**src/rtl/fetch_stage.sv**
```systemverilog
// -----------------------------------------------------------------------------
// fetch_stage
//
// Instruction-fetch stage and IF/ID pipeline register of the 16-bit pipelined
// processor. Holds the program counter, addresses the instruction memory
// (combinational read), and registers the fetched word together with its
// return address (pc + 2). The register fields are fanned out directly to the
// control decoder and register file.
//
// Control:
//   - stall from the hazard unit freezes pc, IF/ID and the fetch state.
//   - branch_taken (resolved in EX, older than IF/ID) redirects and flushes,
//     overriding everything except reset.
//   - jump (decoded from the IF/ID instruction) redirects and flushes unless
//     the jump itself is being held by a stall.
//   - Fetching a Halt (opcode 4'b1111) parks the pc on the Halt and enters
//     HALTED, where only bubbles are issued until reset or a redirect.
//
// Ports:
//   clk            in   clock, rising edge
//   rst            in   synchronous active-high reset
//   stall          in   hold pc and IF/ID
//   jump           in   jump redirect for the IF/ID instruction
//   jump_target    in   [15:0] jump destination
//   branch_taken   in   taken-branch redirect from EX
//   branch_target  in   [15:0] branch destination
//   imem_addr      out  [15:0] instruction memory address (= pc)
//   imem_rdata     in   [15:0] instruction word at imem_addr, same cycle
//   opcode         out  [3:0] ifid_instr[15:12]
//   op1            out  [3:0] ifid_instr[11:8]
//   op2            out  [3:0] ifid_instr[7:4]
//   funct          out  [3:0] ifid_instr[3:0]
//   ifid_pc        out  [15:0] address of IF/ID instruction plus 2
//   ifid_valid     out  IF/ID holds a real instruction
//   halted         out  fetch stopped after a Halt
// -----------------------------------------------------------------------------
module fetch_stage #(
  parameter logic [15:0] RESET_PC  = 16'h0000,
  parameter logic [15:0] NOP_INSTR = 16'h1000
) (
  input  logic        clk,
  input  logic        rst,
  input  logic        stall,
  input  logic        jump,
  input  logic [15:0] jump_target,
  input  logic        branch_taken,
  input  logic [15:0] branch_target,
  output logic [15:0] imem_addr,
  input  logic [15:0] imem_rdata,
  output logic [3:0]  opcode,
  output logic [3:0]  op1,
  output logic [3:0]  op2,
  output logic [3:0]  funct,
  output logic [15:0] ifid_pc,
  output logic        ifid_valid,
  output logic        halted
);

  localparam logic [3:0] HALT_OPCODE = 4'b1111;

  typedef enum logic {
    RUN    = 1'b0,
    HALTED = 1'b1
  } state_t;

  state_t      state;
  logic [15:0] pc;
  logic [15:0] ifid_instr;

  // Sequential pc + 2; the 16-bit result wraps 16'hFFFE -> 16'h0000.
  logic [15:0] pc_next_seq;
  logic        fetched_halt;

  assign pc_next_seq  = pc + 16'd2;
  assign fetched_halt = (imem_rdata[15:12] == HALT_OPCODE);

  // Fetch FSM, pc and IF/ID register. The if/else chain encodes the redirect
  // priority: reset, branch, stall, jump, then normal fetch / halted drain.
  // NOTE: every state element here is assigned with <= so all of them update
  // from the same pre-edge values; blocking assignments would let later
  // statements see half-updated state and the simulation would diverge from
  // the synthesized flops.
  always_ff @(posedge clk) begin
    if (rst) begin
      state      <= RUN;
      pc         <= RESET_PC;
      ifid_instr <= NOP_INSTR;
      ifid_pc    <= 16'h0000;
      ifid_valid <= 1'b0;
    end else if (branch_taken) begin
      // The branch is older than anything in IF or IF/ID, so both are wrong
      // path; this also cancels a Halt fetched on that path.
      state      <= RUN;
      pc         <= branch_target;
      ifid_instr <= NOP_INSTR;
      ifid_pc    <= 16'h0000;
      ifid_valid <= 1'b0;
    end else if (stall) begin
      // Hold everything. A pending jump is not lost: the jump instruction
      // itself stays in IF/ID and is re-presented once the stall drops.
      state      <= state;
      pc         <= pc;
      ifid_instr <= ifid_instr;
      ifid_pc    <= ifid_pc;
      ifid_valid <= ifid_valid;
    end else if (jump) begin
      // The word fetched this cycle sits behind the jump: replace it with
      // a single bubble. A Halt fetched behind the jump was wrong path too.
      state      <= RUN;
      pc         <= jump_target;
      ifid_instr <= NOP_INSTR;
      ifid_pc    <= 16'h0000;
      ifid_valid <= 1'b0;
    end else begin
      case (state)
        RUN: begin
          ifid_instr <= imem_rdata;
          ifid_pc    <= pc_next_seq;
          ifid_valid <= 1'b1;
          if (fetched_halt) begin
            // Park on the Halt; it drains downstream exactly once.
            state <= HALTED;
            pc    <= pc;
          end else begin
            state <= RUN;
            pc    <= pc_next_seq;
          end
        end
        HALTED: begin
          state      <= HALTED;
          pc         <= pc;
          ifid_instr <= NOP_INSTR;
          ifid_pc    <= 16'h0000;
          ifid_valid <= 1'b0;
        end
        default: begin
          state      <= RUN;
          pc         <= pc;
          ifid_instr <= NOP_INSTR;
          ifid_pc    <= 16'h0000;
          ifid_valid <= 1'b0;
        end
      endcase
    end
  end

  // Outputs: straight wires off the registers, so every output is a flop.
  assign imem_addr = pc;
  assign opcode    = ifid_instr[15:12];
  assign op1       = ifid_instr[11:8];
  assign op2       = ifid_instr[7:4];
  assign funct     = ifid_instr[3:0];
  assign halted    = (state == HALTED);

endmodule

```
**config.mk**
```make
export PLATFORM = sky130hd
export DESIGN_NAME = fetch_stage
export DESIGN_NICKNAME = d
export VERILOG_FILES = /design/src/rtl/fetch_stage.sv
export SDC_FILE = /design/constraint.sdc
export NUM_CORES = 1
export LEC_CHECK = 0
export CORE_MARGIN = 4
export CORE_UTILIZATION = 62
export CTS_CLUSTER_SIZE = 12
export DETAILED_ROUTE_END_ITERATION = 10
export DONT_BUFFER_PORTS = 1
export HOLD_SLACK_MARGIN = 0.1
export PLACE_DENSITY = 0.78
export SYNTH_ARGS = -nofsm -noshare
export SYNTH_HDL_FRONTEND = slang
export SYNTH_SLANG_ARGS = --single-unit
```
**constraint.sdc**
```tcl
create_clock -name clk -period 1.9 [get_ports clk]
set_input_delay 0.285 -clock clk [delete_from_list [all_inputs] [get_ports clk]]
set_output_delay 0.285 -clock clk [all_outputs]
set_load 0.005 [all_outputs]
```
# ---- Word-level counts from Yosys, hierarchy flattened
# Cells that the tools add are included.
dict set report word_totals {
  reg_bits 50
  inputBits 53
  out_inout_bits 50
  elab_cells 27
}
dict set report op_classes {
  addsub 1
  eq_ne 4
  mux 14
  n_bitwise 1
  reduce_logical 2
}
# operator count
set ops {}
lappend ops {{16-bit two-way mux} 7}
lappend ops {{16-bit case mux with 2 select lines} 2}
lappend ops {{16-bit by 2-bit adder with 16-bit output (second input constant)} 1}
lappend ops {{4-bit == test (second input constant)} 1}
lappend ops {{4-bit != test (second input constant)} 1}
lappend ops {{1-bit case mux with 2 select lines} 2}
lappend ops {{1-bit two-way mux} 3}
lappend ops {{3-bit != test (second input constant)} 1}
lappend ops {{3-bit AND reduction} 1}
lappend ops {{2-bit by 1-bit != test with 1-bit output (second input constant)} 1}
lappend ops {{2-bit OR reduction} 1}
lappend ops {{1-bit inverter} 1}

# ---- Logic depth before layout (Yosys ltp)
dict set report logic_depth {
  word_depth 6
  ltp_mapped 8
  mapped_depth_nobuf 6
}

# ---- Worst setup path before layout
# OpenSTA, ideal clock, no wires.
dict set report synth_path {
  kind {input-to-reg}
  from {input port branch_taken}
  to {register pc[15], in the netlist imem_addr[15]}
  setup_time_ps 115
  arrival_time_ps 1490
  t_required_ps 1785
  slack_ps 295
  cell_stages 7
  path_buffers 2
  cell_sequence {buf_6 > or2_1 > buf_6 > or4_4 > nand2b_1 > a21oi_1 > o21a_1}
}
dict set report synth_via {
  elab_chain_len 2
  elab_cells_between_ends 5
  classes_between {eq/ne (3); mux (1); reduce/logical (1)}
}
# item line_no
set synth_rtl {}
lappend synth_rtl {{start: declaration} 46} ;# input logic branch_taken,
lappend synth_rtl {{4-bit != test (no line) (tied with other cells)} --}
lappend synth_rtl {{3-bit AND reduction (no line)} --}
lappend synth_rtl {{end signal: assignment} 94} ;# pc <= branch_target;
lappend synth_rtl {{end signal: assignment} 102} ;# pc <= pc;
lappend synth_rtl {{end signal: assignment} 110} ;# pc <= jump_target;
lappend synth_rtl {{end: declaration} 67} ;# logic [15:0] pc;
# Several ways; a longest one is shown, not always the timed one.
# A chain may end at the register's enable or synchronous reset.

# ---- Worst setup path in the final report
dict set report layout_path {
  from {register pc[1], in the netlist imem_addr[1]}
  to {register pc[11], in the netlist imem_addr[11]}
}
dict set report layout_via {
  elab_chain_len 6
}
# item line_no
set layout_rtl {}
lappend layout_rtl {{16-bit by 2-bit adder with 16-bit output} 74} ;# assign pc_next_seq = pc + 16'd2;
lappend layout_rtl {{16-bit two-way mux} 120} ;# if (fetched_halt) begin
lappend layout_rtl {{16-bit two-way mux} 115} ;# case (state)
lappend layout_rtl {{16-bit two-way mux} 106} ;# end else if (jump) begin
lappend layout_rtl {{16-bit two-way mux} 98} ;# end else if (stall) begin
lappend layout_rtl {{16-bit two-way mux} 90} ;# end else if (branch_taken) begin
# No other way between the ends. The select of a mux whose other input is x is not followed.

==> impl_metrics.ini <==
[yosys]
synthTopCellsByCount = dfxtp_1 (50), nor2_1 (46), a22oi_1 (23)
ys_ff_latch = 50
synth-adder-area-share = 0.005330
synthCells = 279
synthMuxAreaShare = 0.01279
synth_top_family_by_area = compound AO/OA/AOI/OAI gates
synth_warnings = 0
synth-edff-count = 0
synth_area_per_cell_sq_um = 8.413
netlist-cell-type-count = 47
yosysSeqAreaShare = 0.4264
synthDominantCellAreaShare = 0.4264
synth_xor_area_frac = 0.04851
synthTopCellsByArea = dfxtp_1 (43%), a22oi_1 (7.4%), nor2_1 (7.4%)
synth-compound-area-share = 0.2591
async_reset_ff_frac = 0
synthFlopType = dfxtp_1
yosys.area_share.simple = 0.1898
yosys.cell_count.top_type = dfxtp_1
synth_top_area_cell = dfxtp_1
netlist_area_sq_um = 2347
syn_nets = 333

[cells_and_area]
syn2layout_area_growth_pct = 9.062
final_nets = 339
diodes = 0
stdcell_count = 334
drive_above_1_share = 0.1049
postLayoutCoreUtil = 0.6992

[timing]
final.setup.tns_ps = 0
setup_viol = 0
slew_violations = 0
worst_pin_slew_ps = 555.8
skew_ps = 6.438
hold_viol = 0
holdWs_ps = 123.4
rsz0062_at_grt = no
min_period_over_period = 0.8792
timing.final.crit_period_ps = 1670
max_freq_mhz = 598.6
relSlewSlack = 0.6281

[floorplanning]
die_width_um = 69.53
dieArea_sq_um = 4834
rows = 22
fp.coreArea_sq_um = 3661
ios = 103
initial_core_util = 0.6411
die_h_um = 69.53

[power_and_ir_drop]
irDropWorstVdd_v = 0.0004330
p_leak_uw = 0.0009119
power_density_nw_per_um2 = 789.3

[placement]
dpl.hpwl_mm = 4.554
dp_cells = 323
place_congestion = 0.8031
io_buffer_count = 0

[global_route]
overflow = 0
grt_pass1_wl_mm = 9.922
grt_pass1_vias = 1962
grt_antenna_before_repair = 0
grt_max_degree = 41
grt_use_total = 0.2514

[critical_path]
critPathKind = reg -> reg
crit_fanout = 5
reg2reg_depth = 6
worstPathArrival_ps = 1870
end_kind = register
start_kind = register
cp_data_required_time_ps = 2100

[flow_run]
drv_cap = 0

[clock_network]
htree_levels = 2
clk_latency_ps = 300
numCtsBuffers = 5
clockBufferDepth = 2
path_clk_slew_ps = 90
tritoncts = yes
cts_sinks = 50
cts-root-buf = clkbuf_8

[route]
drt_iter0_markers = 168
drc_errors = 0
detail-route-antenna-nets = 0
first_pass_iters = 5
wl_mm = 6.314
wl_per_cell_um = 18.90
vias = 2182
vias_per_cell = 6.533

[run_status]
status = finished clean

[worst_hold_path]
hold-path-cell-count = 2
hp-class = in -> reg
## metrics by stage
| stage | area [sq um] | total power [uW] | setup WS, ps |
|---|---|---|---|
| final | 2560 | 2020 | 229.5 |
| after global routing | 2560 | 2109 | 118.9 |
| after floorplan | 2347 | 1355 | 295.4 |
| after CTS | 2544 | 2024 | 222.7 |
| after global placement | 2434 | 1406 | 305.2 |
| after detailed placement | 2434 | 1411 | 250.5 |
## registers in the layout (all words and copies together), names as in the netlist
| register | flops |
|---|---|
| ifid_instr | 16 |
| ifid_pc | 16 |
| imem_addr | 16 |
| halted | 1 |
| ifid_valid | 1 |
## metal layers
layer,routed length [um],part of all wire,global-route usage
met5,0,0,0
met4,100,0.016,0.07158
met3,774,0.12,0.07536
met2,2934,0.46,0.4057
met1,2503,0.40,0.3252
## cells by family (layout without fill, tap and decap cells)
| family | Yosys count | after routing |
|---|---|---|
| and+or+nand+nor | 93 | 93 |
| AOI/OAI and AO/OA | 88 | 88 |
| DFF | 50 | 50 |
| buffers and inverters | 31 | 38 |
| xor gates and xnor gates | 13 | 13 |
| muxes | 3 | 3 |
| adders and majority gates | 1 | 1 |
## final cells by class
type                            count  area, sq um
Clock buffer                        5        68.82
Fill cell                         328         1101
Sequential cell                    50         1001
Clock inverter                      3        21.27
Inverter                           12        45.04
Multi-Input combinational cell    198         1221
Timing Repair Buffer               18        142.6
Tap cell                           48        60.06
## final timing paths
kind	startpoint	end	slack, ps
hold / removal	stall	ifid_pc[10]	120
setup / recovery	imem_addr[1]	imem_addr[11]	230
setup reg to reg	imem_addr[1]	imem_addr[11]	230
hold reg to reg	ifid_pc[10]	ifid_pc[10]	490
## power by group
part           switching (uW)  total [uW]  leakage [uW]  internal [uW]
Clock                     360         619     0.0000441            259
Sequential               43.8        1130      0.000408           1090
Combinational             149         269      0.000460            120
## worst max-delay path, stage by stage (launching register included)
cell and delay [ps]:
dfxtp_1 350, ha_1 180, nand3_1 200, nor2_1 320
and3_1 280, a311o_1 190, a21oi_1 40
## cells in the final DEF (no fill, tap or decap), types with 2 or more instances in the layout
cell type      synthesis  final
dfxtp_1               50     50
nor2_1                46     46
a22oi_1               23     23
a21oi_1               15     15
buf_4                  1     15
nand2_1               12     12
o21ai_1               12     12
inv_1                 11     11
nand3_1               11     11
xnor2_1                8      8
o32ai_1                7      7
nor3_1                 7      6
xor2_1                 5      5
a311o_1                5      5
o21ai_0                5      5
clkbuf_8               0      5
o22ai_1                4      4
nand4_1                3      3
o21a_1                 3      3
mux2i_1                3      3
dlygate4sd3_1          0      3
and3_1                 2      2
and2_1                 2      2
and4_1                 2      2
a211oi_1               2      2
o211ai_1               2      2
## repair_timing
item / in CTS / in global routing
endpoints found under the hold margin: 10 / 1
buffers inserted: 0 / 0
hold buffers: 2 / 1
setup endpoints to repair: 0 / 1
resized for setup: 0 / 2
(Power assumes the default switching activity.)
